`config.mk`:
```
export PLATFORM = sky130hd
export DESIGN_NAME = dmem_port_arbiter
export DESIGN_NICKNAME = d
export VERILOG_FILES = /design/src/rtl/dmem_port_arbiter.sv
export SDC_FILE = /design/constraint.sdc
export NUM_CORES = 1
export LEC_CHECK = 0
export CAP_MARGIN = 20
export CORE_AREA = 5 5 89 152
export DETAILED_ROUTE_END_ITERATION = 7
export DIE_AREA = 0 0 94 157
export GPL_TIMING_DRIVEN = 0
export PLACE_DENSITY = 0.74
export RECOVER_POWER = 50
export SETUP_SLACK_MARGIN = 0.5
export SYNTH_ARGS = -nofsm -noshare
export SYNTH_HDL_FRONTEND = slang
export SYNTH_SLANG_ARGS = --single-unit
```
`constraint.sdc`:
```
create_clock -name clk -period 1.82 [get_ports clk]
set_clock_uncertainty 0.15 [all_clocks]
set_input_delay 0.182 -clock clk [delete_from_list [all_inputs] [get_ports clk]]
set_output_delay 0.182 -clock clk [all_outputs]
set_load 0.02 [all_outputs]
```
`src/rtl/dmem_port_arbiter.sv`:
```
// Shares one synchronous-read data memory between the core load/store path and a
// debug/loader port: core has fixed priority, a starvation counter forces debug through.
module dmem_port_arbiter #(
   parameter int ADDR_W   = 10,
   parameter int DATA_W   = 32,
   parameter int MAX_WAIT = 4,
   parameter int CNT_W    = 16
) (
   input  logic              clk,
   input  logic              reset,
   input  logic              core_req,
   input  logic              core_we,
   input  logic [ADDR_W-1:0] core_addr,
   input  logic [DATA_W-1:0] core_wdata,
   output logic              core_gnt,
   output logic              core_rvalid,
   output logic [DATA_W-1:0] core_rdata,
   input  logic              dbg_req,
   input  logic              dbg_we,
   input  logic [ADDR_W-1:0] dbg_addr,
   input  logic [DATA_W-1:0] dbg_wdata,
   output logic              dbg_gnt,
   output logic              dbg_rvalid,
   output logic [DATA_W-1:0] dbg_rdata,
   output logic              mem_en,
   output logic              mem_we,
   output logic [ADDR_W-1:0] mem_addr,
   output logic [DATA_W-1:0] mem_wdata,
   input  logic [DATA_W-1:0] mem_rdata,
   output logic [CNT_W-1:0]  conflict_cnt
);

   typedef enum logic [1:0] {OWN_NONE, OWN_CORE, OWN_DBG} owner_t;

   owner_t            rd_owner;
   logic [3:0]        wait_cnt;
   logic [DATA_W-1:0] core_rdata_q;
   logic [DATA_W-1:0] dbg_rdata_q;
   logic              force_dbg;

   // Debug wins a conflict only once it has been denied MAX_WAIT cycles in a row;
   // reset (low) suppresses every grant so nothing reaches the memory.
   always_comb begin
      force_dbg = (wait_cnt == 4'(MAX_WAIT));
      core_gnt  = reset && core_req && !(dbg_req && force_dbg);
      dbg_gnt   = reset && dbg_req && !(core_req && !force_dbg);
      mem_en    = core_gnt || dbg_gnt;
      mem_we    = 1'b0;
      mem_addr  = '0;
      mem_wdata = '0;
      if (core_gnt) begin
         mem_we    = core_we;
         mem_addr  = core_addr;
         mem_wdata = core_wdata;
      end else if (dbg_gnt) begin
         mem_we    = dbg_we;
         mem_addr  = dbg_addr;
         mem_wdata = dbg_wdata;
      end
   end

   // Read data passes straight from the memory in the return cycle and is held after.
   always_comb begin
      core_rvalid = (rd_owner == OWN_CORE);
      dbg_rvalid  = (rd_owner == OWN_DBG);
      core_rdata  = core_rvalid ? mem_rdata : core_rdata_q;
      dbg_rdata   = dbg_rvalid  ? mem_rdata : dbg_rdata_q;
   end

   // Starvation counter, read-return owner, held read data and conflict statistics.
   always_ff @(posedge clk or negedge reset) begin
      if (!reset) begin
         wait_cnt     <= '0;
         rd_owner     <= OWN_NONE;
         core_rdata_q <= '0;
         dbg_rdata_q  <= '0;
         conflict_cnt <= '0;
      end else begin
         if (!dbg_req || dbg_gnt)
            wait_cnt <= '0;
         else if (wait_cnt != 4'(MAX_WAIT))
            wait_cnt <= wait_cnt + 4'd1;

         if (core_gnt && !core_we)
            rd_owner <= OWN_CORE;
         else if (dbg_gnt && !dbg_we)
            rd_owner <= OWN_DBG;
         else
            rd_owner <= OWN_NONE;

         if (core_rvalid)
            core_rdata_q <= mem_rdata;
         if (dbg_rvalid)
            dbg_rdata_q <= mem_rdata;

         if (core_req && dbg_req && conflict_cnt != '1)
            conflict_cnt <= conflict_cnt + CNT_W'(1);
      end
   end

endmodule
```
# Yosys cells after proc, flatten, opt, wreduce, memory -nomap -nowiden
# Cells that the tools add are included.
# totals
ff_bits	86
latchBits	0
ram_bits	0
rom_bits	0
inputBits	122
output_inout_bits	128
wordCells	43
mem_count	0
# classes
addsub	2
n_mul	0
div	0
order_cmp	0
eq_ne	5
n_shift	0
muxes	12
bitwise_logic	0
n_reduce_logical	19
# ops
operator	n
$mux W32	4
$mux W10	2
$add A16 B1 Y16 const B	1
$ne A16 B16 Y1 const B	1
$logic_and A1 B1 Y1	10
$mux W4	2
$logic_not A1 Y1	6
$add A4 B1 Y4 const B	1
$eq A4 B3 Y1 const B	1
$mux W2	2
$ne A4 B3 Y1 const B	1
$eq A2 B1 Y1 const B	1
$eq A2 B2 Y1 const B	1
$logic_or A1 B1 Y1	2
$mux W1	2
$reduce_bool A2 Y1	1

# Longest topological paths before layout
# Gate-level depths: netlist of run 1.
# depth
ltp_word	8
ltp_mapped	7
depth_no_buf	6

# Least setup slack after synthesis of run 1
# No wires, ideal clock.
# synth_timing
kind	flip-flop to output port
start	register wait_cnt[0]
end	output port mem_wdata[23]
arrival_ns	1.705
required_time_ns	1.488
path_slack_ns	-0.217
stages_incl_launch_ff	8
path_buffers	1
path_cell_list	dfrtp_1 inv_1 ha_1 nand2_1 nor2_1 a21oi_1 buf_2 a22o_1
# synth_between
word_cells_on_any_way	10
classes_between	1 x eq/ne; 2 x mux; 7 x reduce/logical
# synth_lines
element	line	source
from (decl)	36	logic [3:0] wait_cnt;
from (signal assigned)	82	wait_cnt <= wait_cnt + 4'd1;
$eq A4 B3 Y1	44	force_dbg = (wait_cnt == 4'(MAX_WAIT));
$logic_and A1 B1 Y1	45	core_gnt = reset && core_req && !(dbg_req && force_dbg);
$logic_not A1 Y1	45	
$logic_and A1 B1 Y1	45	
named net core_gnt	15	output logic core_gnt,
$mux W32	51	if (core_gnt) begin
to (decl)	28	output logic [DATA_W-1:0] mem_wdata,
# The timed path passes the listed nets, and every way through them passes these cells.

# Final worst setup path of run 1
# layout_timing
start	register wait_cnt[0]
end	output port mem_wdata[19]
# layout_between
elab_chain_cells	7
word_cells_on_any_way	10
classes_between	1 x eq/ne; 2 x mux; 7 x reduce/logical
# layout_rtl
element	line	source
$eq A4 B3 Y1 *	44	
$logic_not A1 Y1	46	dbg_gnt = reset && dbg_req && !(core_req && !force_dbg);
$logic_and A1 B1 Y1	46	
$logic_not A1 Y1	46	
$logic_and A1 B1 Y1	46	
$mux W32	55	end else if (dbg_gnt) begin
$mux W32 *	51	
# Mark *: on every way between the ends. The rest lies on a longest branch, timed or not.

==> flow_metrics.py, run 1 <==
metrics = {
    "final_layout": {
        "fraction_of_layout_instances_using_a_drive_strength_above_1": 0.624,
        "fill_cells": 673,
        "antenna_cells": 0,
        "area.sequential_um2": 2170,
        "final_core_utilization": 0.790,
        "final_net_count": 798,
        "multi_input_gate_area_um2": 2550,
        "layout_area_growth_over_synthesis_pct": 145,
        "layout_commonest_cell": "sky130_fd_sc_hd__buf_6",
        "commonest_non_fill_non_tap_cells_in_the_layout": "181 x sky130_fd_sc_hd__buf_6, 118 x sky130_fd_sc_hd__clkdlybuf4s50_1, 70 x sky130_fd_sc_hd__dfrtp_1",
    },
    "grt": {
        "wire_length_of_the_first_global_routing_pass_um": 25100,
        "largest_net_degree_at_the_start_of_global_routing": 34,
        "antenna_found_initial": 0,
        "first_global_vias": 4641,
        "grtUsageTotal": 0.223,
        "grt_remaining_overflow": 0,
    },
    "route": {
        "via_count": 4156,
        "detail_route.first_pass.iterations": 4,
        "avgViaCountPerCell": 4.93,
        "drcViolationCount": 0,
        "postRouteAntennaNets": 0,
        "drt_wl_total_um": 17800,
        "drtIter0Drc": 94,
        "wl_per_cell_um": 21.1,
    },
    "power": {
        "combPwrFrac": 0.488,
        "seq_power_share": 0.298,
        "sw_frac_of_total": 0.318,
        "design_internal_power_mw": 5.92,
        "peakVddDrop_uv": 491,
        "clockPowerShare": 0.214,
        "static-leakage-power_nw": 4.49,
        "powerDensity_nw_per_um2": 909,
        "power.net_switching_mw": 2.75,
    },
    "setup_path": {
        "crit_fanout": 7,
        "worstPathCellList": "inv_1 > ha_2 > nand2_2 > nor2_4 > a21oi_4 > buf_12 > clkbuf_16 > a22o_4 > buf_6",
        "type_of_destination_of_the_critical_path": "output port",
        "critical_path.top_delay_family": "buffers and inverters",
        "timing.critical_path.slowest_stage_cell": "sky130_fd_sc_hd__dfrtp_1",
        "timing.critical_path.slowest_cell_delay_ps": 380,
        "worst-setup-path-type": "flip-flop to output port",
        "cp.arrival_ps": 1930,
        "critPathRequiredTime_ps": 1490,
        "startpoint_type_of_the_worst_setup_path": "flip-flop",
        "cp_num_buf_inv": 4,
    },
    "place": {
        "portBuffers": 249,
        "preCtsSetupSlack_ps": -955,
        "dp_hpwl_um": 10900,
        "place.gp.congestion": 0.750,
    },
    "sta": {
        "final-hold-violation-count": 0,
        "max_freq_mhz": 441,
        "timing_worst_slew_pin_value_ps": 900,
        "post_route_worst_setup_slack_ps": -445,
        "timing.final.crit_period_ps": 2270,
        "grt_setup_unrepaired": "true",
        "timing.slew.headroom": 0.400,
        "finalCritPeriodShare": 1.24,
        "setup-violations-final": 110,
        "maxSlewViolCount": 0,
    },
    "floorplanning": {
        "die_x_um": 94,
        "start_util": 0.323,
        "area_of_the_die_um2": 14800,
        "row_count": 53,
        "io_pins": 250,
        "dieHeight_um": 157,
        "fp.coreArea_um2": 12100,
    },
    "hold_path": {
        "hold_path.class": "input pin to flip-flop",
    },
    "clock_tree": {
        "cts_max_path_buffers": 2,
        "insertion_delay_ps": 340,
        "cts_root_buffer": "sky130_fd_sc_hd__clkbuf_16",
        "clk_transition_reported_paths_ps": 60,
        "tritoncts_clock_tree": "built",
        "cts_h_tree_depth": 3,
        "cts.sink_count": 86,
        "cts_buffers": 9,
    },
    "yosys": {
        "synth_top_area_cell": "sky130_fd_sc_hd__dfrtp_1",
        "synth_fp_nets": 417,
        "synth-seq-area-share": 0.552,
        "cell_count_after_synthesis": 292,
        "post_synthesis_cell_type_count": 31,
        "synthDominantCellAreaShare": 0.552,
        "avg_cell_area_syn_um2": 13.4,
        "yosys-top-cells-area": "sky130_fd_sc_hd__dfrtp_1 55%, sky130_fd_sc_hd__mux2_2 18%, sky130_fd_sc_hd__a22o_1 9.7%",
        "synthesis.yosys.warnings": 0,
        "register_bit_count_reported_by_yosys": 86,
        "post_synth_instance_area_um2": 3900,
    },
    "status": {
        "violations": "setup timing",
        "status": "complete, but fails checks",
    },
    "run": {
        "drv.max_cap_violation_count": 0,
    },
}
-- routing by layer --
metal | up-vias | track usage | share of wire
met3 | 43 | 0.0780 | 0.081
met5 | - | 0 | 0
met4 | 0 | 0.0861 | 0.034
li1 | 1839 | - | -
met2 | 223 | 0.424 | 0.56
met1 | 2051 | 0.215 | 0.33
-- cells in the mapped netlist, drive strengths merged --
cell / number
nand2: 12
buf: 13
a22o: 43
ha: 3
and3: 1
o311ai: 1
a21oi: 4
nand4: 4
nor3b: 1
and2: 2
nor2: 5
nor4: 6
o21a: 1
mux2: 65
nor2b: 3
inv: 4
xnor2: 4
nor3: 5
nand2b: 3
nand3b: 1
nor4b: 2
and4: 2
dfrtp: 86
xor2: 14
clkbuf: 3
nand3: 4
-- layout make-up --
cell class | instances | share of cell area
Buffer | 16 | 0.0297
Clock buffer | 11 | 0.0255
Clock inverter | 5 | 0.00630
Inverter | 4 | 0.00184
Multi-Input combinational cell | 187 | 0.268
Sequential cell | 86 | 0.228
Tap cell | 165 | 0.0217
Timing Repair Buffer | 369 | 0.420
-- worst reg2reg max path, stage by stage, from the launching register on --
cell and delay [ps]:
sky130_fd_sc_hd__dfrtp_1 380, sky130_fd_sc_hd__inv_1 70, sky130_fd_sc_hd__ha_2 180, sky130_fd_sc_hd__nand3b_1 150, sky130_fd_sc_hd__a21oi_4 250, sky130_fd_sc_hd__buf_6 170, sky130_fd_sc_hd__buf_16 120, sky130_fd_sc_hd__buf_6 90
sky130_fd_sc_hd__buf_6 70, sky130_fd_sc_hd__nor2b_4 120
-- logic make-up after synthesis --
family / after synthesis / synth area share
adders and majority gates: 3 / 0.00963
AOI/OAI and AO/OA: 49 / 0.107
and+or+nand+nor: 51 / 0.0789
DFF: 86 / 0.552
muxes: 65 / 0.189
buffers and inverters: 20 / 0.0234
xor gates and xnor gates: 18 / 0.0404
-- registers in the layout, indices dropped and copies added, names as in the netlist --
name and flops:
conflict_cnt 16, core_rdata_q 32, dbg_rdata_q 32, rd_owner 2, wait_cnt 4
-- metrics by stage --
stage | instance area, um2 | TNS, ps | hold slack (ps) | std cells | power (mW)
floorplan | 4670 | 0 | -264 | 292 | 4.24
global placement | 7370 | -438120 | 325 | 706 | 5.70
detailed placement | 7400 | -53250 | -45.4 | 707 | 5.77
CTS | 9030 | -38080 | 255 | 809 | 8.29
global route | 9530 | -44580 | 322 | 843 | 9.03
finish | 9530 | -36530 | 295 | 843 | 8.67
-- worst paths after layout --
| check | depth (start not counted) | from | endpoint | slack [ps] |
|---|---|---|---|---|
| setup reg to reg | 9 | wait_cnt[0] | rd_owner[1] | 0 |
| max in group asynchronous | 6 | reset | core_rdata_q[2] | 180 |
| hold / removal | 3 | dbg_req | wait_cnt[0] | 300 |
| setup / recovery | 9 | wait_cnt[0] | mem_wdata[19] | -450 |
| min in group asynchronous | 6 | reset | conflict_cnt[11] | 620 |
| hold reg to reg | 1 | core_rdata_q[31] | core_rdata_q[31] | 350 |
-- repair_timing --
| item | 4_1_cts | 5_1_grt |
|---|---|---|
| hold buffers | 6 | 0 |
| setup endpoints to repair | 210 | 221 |
| setup buffers | 71 | 31 |
| hold endpoints to repair | 86 | 0 |
| resized for setup | 819 | 86 |
| pin swaps | 22 | 30 |
| gates cloned | 9 | 2 |
-- power groups by stage --
stage / Clock, mW / Sequential (mW) / Combinational [mW]
after floorplan: 0 / 2.65 / 1.59
after global placement: 0 / 2.60 / 3.10
after detailed placement: 0 / 2.62 / 3.15
after CTS: 1.90 / 2.56 / 3.83
after global routing: 1.99 / 2.62 / 4.41
final: 1.86 / 2.58 / 4.23
No activity file was read; power rests on OpenSTA's default activity.
==> run 2: changes to the inputs <==
CORE_AREA = 5 5 84 144   (was 5 5 89 152)
DIE_AREA = 0 0 89 149   (was 0 0 94 157)
PLACE_DENSITY = 0.79   (was 0.74)
clock period = 2.3 ns   (was 1.82 ns; I/O delays follow)
==> flow_metrics.py, run 2 (synthesis results as in run 1) <==
metrics = {
    "sta": {
        "finalCritPeriodShare": 1.02,
        "timing_worst_slew_pin_value_ps": 559,
        "max_freq_mhz": 428,
        "setup-violations-final": 3,
        "final-hold-violation-count": 38,
        "whs_ps": -274,
        "timing.final.crit_period_ps": 2340,
        "post_route_worst_setup_slack_ps": -36.0,
        "maxSlewViolCount": 0,
        "grt_setup_unrepaired": "true",
        "timing.slew.headroom": 0.627,
    },
    "setup_path": {
        "worst_setup_path_startpoint": "wait_cnt[1]",
        "timing.critical_path.mode_cell": "sky130_fd_sc_hd__buf_6",
        "rr_worst_depth": 8,
        "timing.critical_path.slowest_stage_cell": "sky130_fd_sc_hd__dfrtp_1",
        "worst-setup-path-type": "flip-flop to output port",
        "critPathRequiredTime_ps": 1920,
        "crit_fanout": 5,
        "worstPathCellList": "inv_2 > ha_4 > nand3b_1 > a21oi_4 > buf_6 > buf_12 > buf_8 > a22o_1 > buf_6",
        "startpoint_type_of_the_worst_setup_path": "flip-flop",
        "reg2reg_from": "rd_owner[1]",
        "type_of_destination_of_the_critical_path": "output port",
        "cp.arrival_ps": 1960,
        "timing.critical_path.slowest_cell_delay_ps": 390,
    },
    "clock_tree": {
        "insertion_delay_ps": 330,
        "cts_root_buffer": "sky130_fd_sc_hd__clkbuf_16",
        "tritoncts_clock_tree": "built",
        "cts_h_tree_depth": 3,
        "clk_transition_reported_paths_ps": 70,
        "cts_buffers": 9,
        "cts_max_path_buffers": 2,
        "cts.sink_count": 86,
    },
    "place": {
        "placed_area_um2": 6880,
        "place.gp.congestion": 0.801,
        "portBuffers": 249,
        "dp_hpwl_um": 11600,
    },
    "final_layout": {
        "registers_with_the_most_flip_flops": "core_rdata_q (32), dbg_rdata_q (32), conflict_cnt (16)",
        "layout_area_growth_over_synthesis_pct": 128,
        "final_area_um2": 8900,
        "layout_commonest_cell": "sky130_fd_sc_hd__buf_6",
        "antenna_cells": 0,
        "fraction_of_layout_instances_using_a_drive_strength_above_1": 0.552,
        "commonest_non_fill_non_tap_cells_in_the_layout": "148 x sky130_fd_sc_hd__buf_6, 127 x sky130_fd_sc_hd__clkdlybuf4s50_1, 76 x sky130_fd_sc_hd__dfrtp_1",
        "fill_cells": 519,
        "final_core_utilization": 0.832,
        "final_net_count": 765,
    },
    "floorplanning": {
        "area_of_the_die_um2": 13300,
        "fp.coreArea_um2": 10700,
        "io_pins": 250,
        "row_count": 50,
        "die_x_um": 89,
        "dieHeight_um": 149,
        "start_util": 0.364,
    },
    "route": {
        "drtIter0Drc": 148,
        "drt_wl_total_um": 18300,
        "postRouteAntennaNets": 0,
        "detail_route.first_pass.iterations": 4,
        "drcViolationCount": 0,
        "avgViaCountPerCell": 5.20,
        "wl_per_cell_um": 23.6,
        "via_count": 4030,
    },
    "grt": {
        "largest_net_degree_at_the_start_of_global_routing": 49,
        "wire_length_of_the_first_global_routing_pass_um": 25100,
        "grt_remaining_overflow": 0,
        "grtUsageTotal": 0.255,
        "first_global_vias": 4437,
        "antenna_found_initial": 0,
    },
    "run": {
        "drv.max_cap_violation_count": 0,
    },
    "power": {
        "peakVddDrop_uv": 604,
        "power.total_mw": 6.53,
        "static-leakage-power_nw": 4.28,
        "powerDensity_nw_per_um2": 733,
    },
    "hold_path": {
        "hold_path.class": "input pin to async pin",
    },
    "status": {
        "status": "complete, but fails checks",
        "violations": "hold timing, setup timing",
    },
}
==> run 2: cell types whose count changed in the layout (fill, tap and decap cells not counted), sizes merged <==
| cell | change |
|---|---|
| clkdlybuf4s50 | +9 |
| dlygate4sd3 | -2 |
| inv | -1 |
| dlygate4sd2 | +5 |
| a21oi | -1 |
| buf | -33 |
| clkdlybuf4s25 | -1 |
| clkinv | +1 |
| clkdlybuf4s15 | -1 |
| clkbuf | -12 |
| clkinvlp | -1 |
| dlymetal6s2s | +4 |
==> run 2: cell type report <==
cell class	count	area, um2	share of cell area
well taps	130	163	0.0183
clock inverters	4	48.8	0.00548
repair buffers	337	3710	0.416
inverters	4	20.0	0.00225
plain buffers	16	277	0.0311
flip-flops and latches	86	2160	0.243
multi-input cells	186	2290	0.257
clock buffers	12	236	0.0266
==> run 2: worst paths after layout <==
path                                          to  slack, ps
worst min register to register  core_rdata_q[15]        350
worst max-delay path                mem_wdata[2]        -40
worst min-delay path             core_rdata_q[2]       -270
min in group clk                     rd_owner[0]        320
worst max register to register  core_rdata_q[20]        500
max in group asynchronous        conflict_cnt[7]       1600
==> run 2: where the power goes <==
part	internal (mW)	total [mW]	switching, mW
logic	1.72	3.04	1.32
clock network	0.842	1.43	0.590
registers	1.86	2.05	0.196
total	4.42	6.53	2.11
==> run 2: metrics by stage <==
| step | setup slack (ps) | cells | hold slack (ps) | TNS [ps] |
|---|---|---|---|---|
| 4_1_cts | -57.0 | 742 | -266 | -269 |
| 3_3_place_gp | -3470 | 671 | 327 | -361430 |
| 5_1_grt | -120 | 775 | -232 | -2990 |
| 6_report | -36.0 | 775 | -274 | -44.7 |
| 3_5_place_dp | -502 | 672 | 98.6 | -24070 |
| 2_1_floorplan | 420 | 292 | -216 | 0 |
==> run 2: per-layer routing <==
layer	up-vias	global-route usage	part of all wire
met5	-	0	0
met4	0	0.0879	0.032
met3	34	0.0719	0.082
met2	226	0.490	0.56
met1	2001	0.249	0.32
li1	1769	-	-
==> run 2: repair_timing <==
item,in CTS,in global routing
buffers inserted,45,32
hold endpoints to repair,38,38
pin swaps,26,12
cloned,9,1
resized for setup,828,46
endpoints found under the setup margin,135,125
==> run 2: critical path, delay by kind of cell, from the launching register on <==
family | cells | cell delay (ps)
flip-flops | 1 | 390
buffers and inverters | 5 | 570
AND/OR/NAND/NOR | 1 | 150
AO/OA/AOI/OAI | 2 | 370
adder cells (fa/ha/maj) | 1 | 140
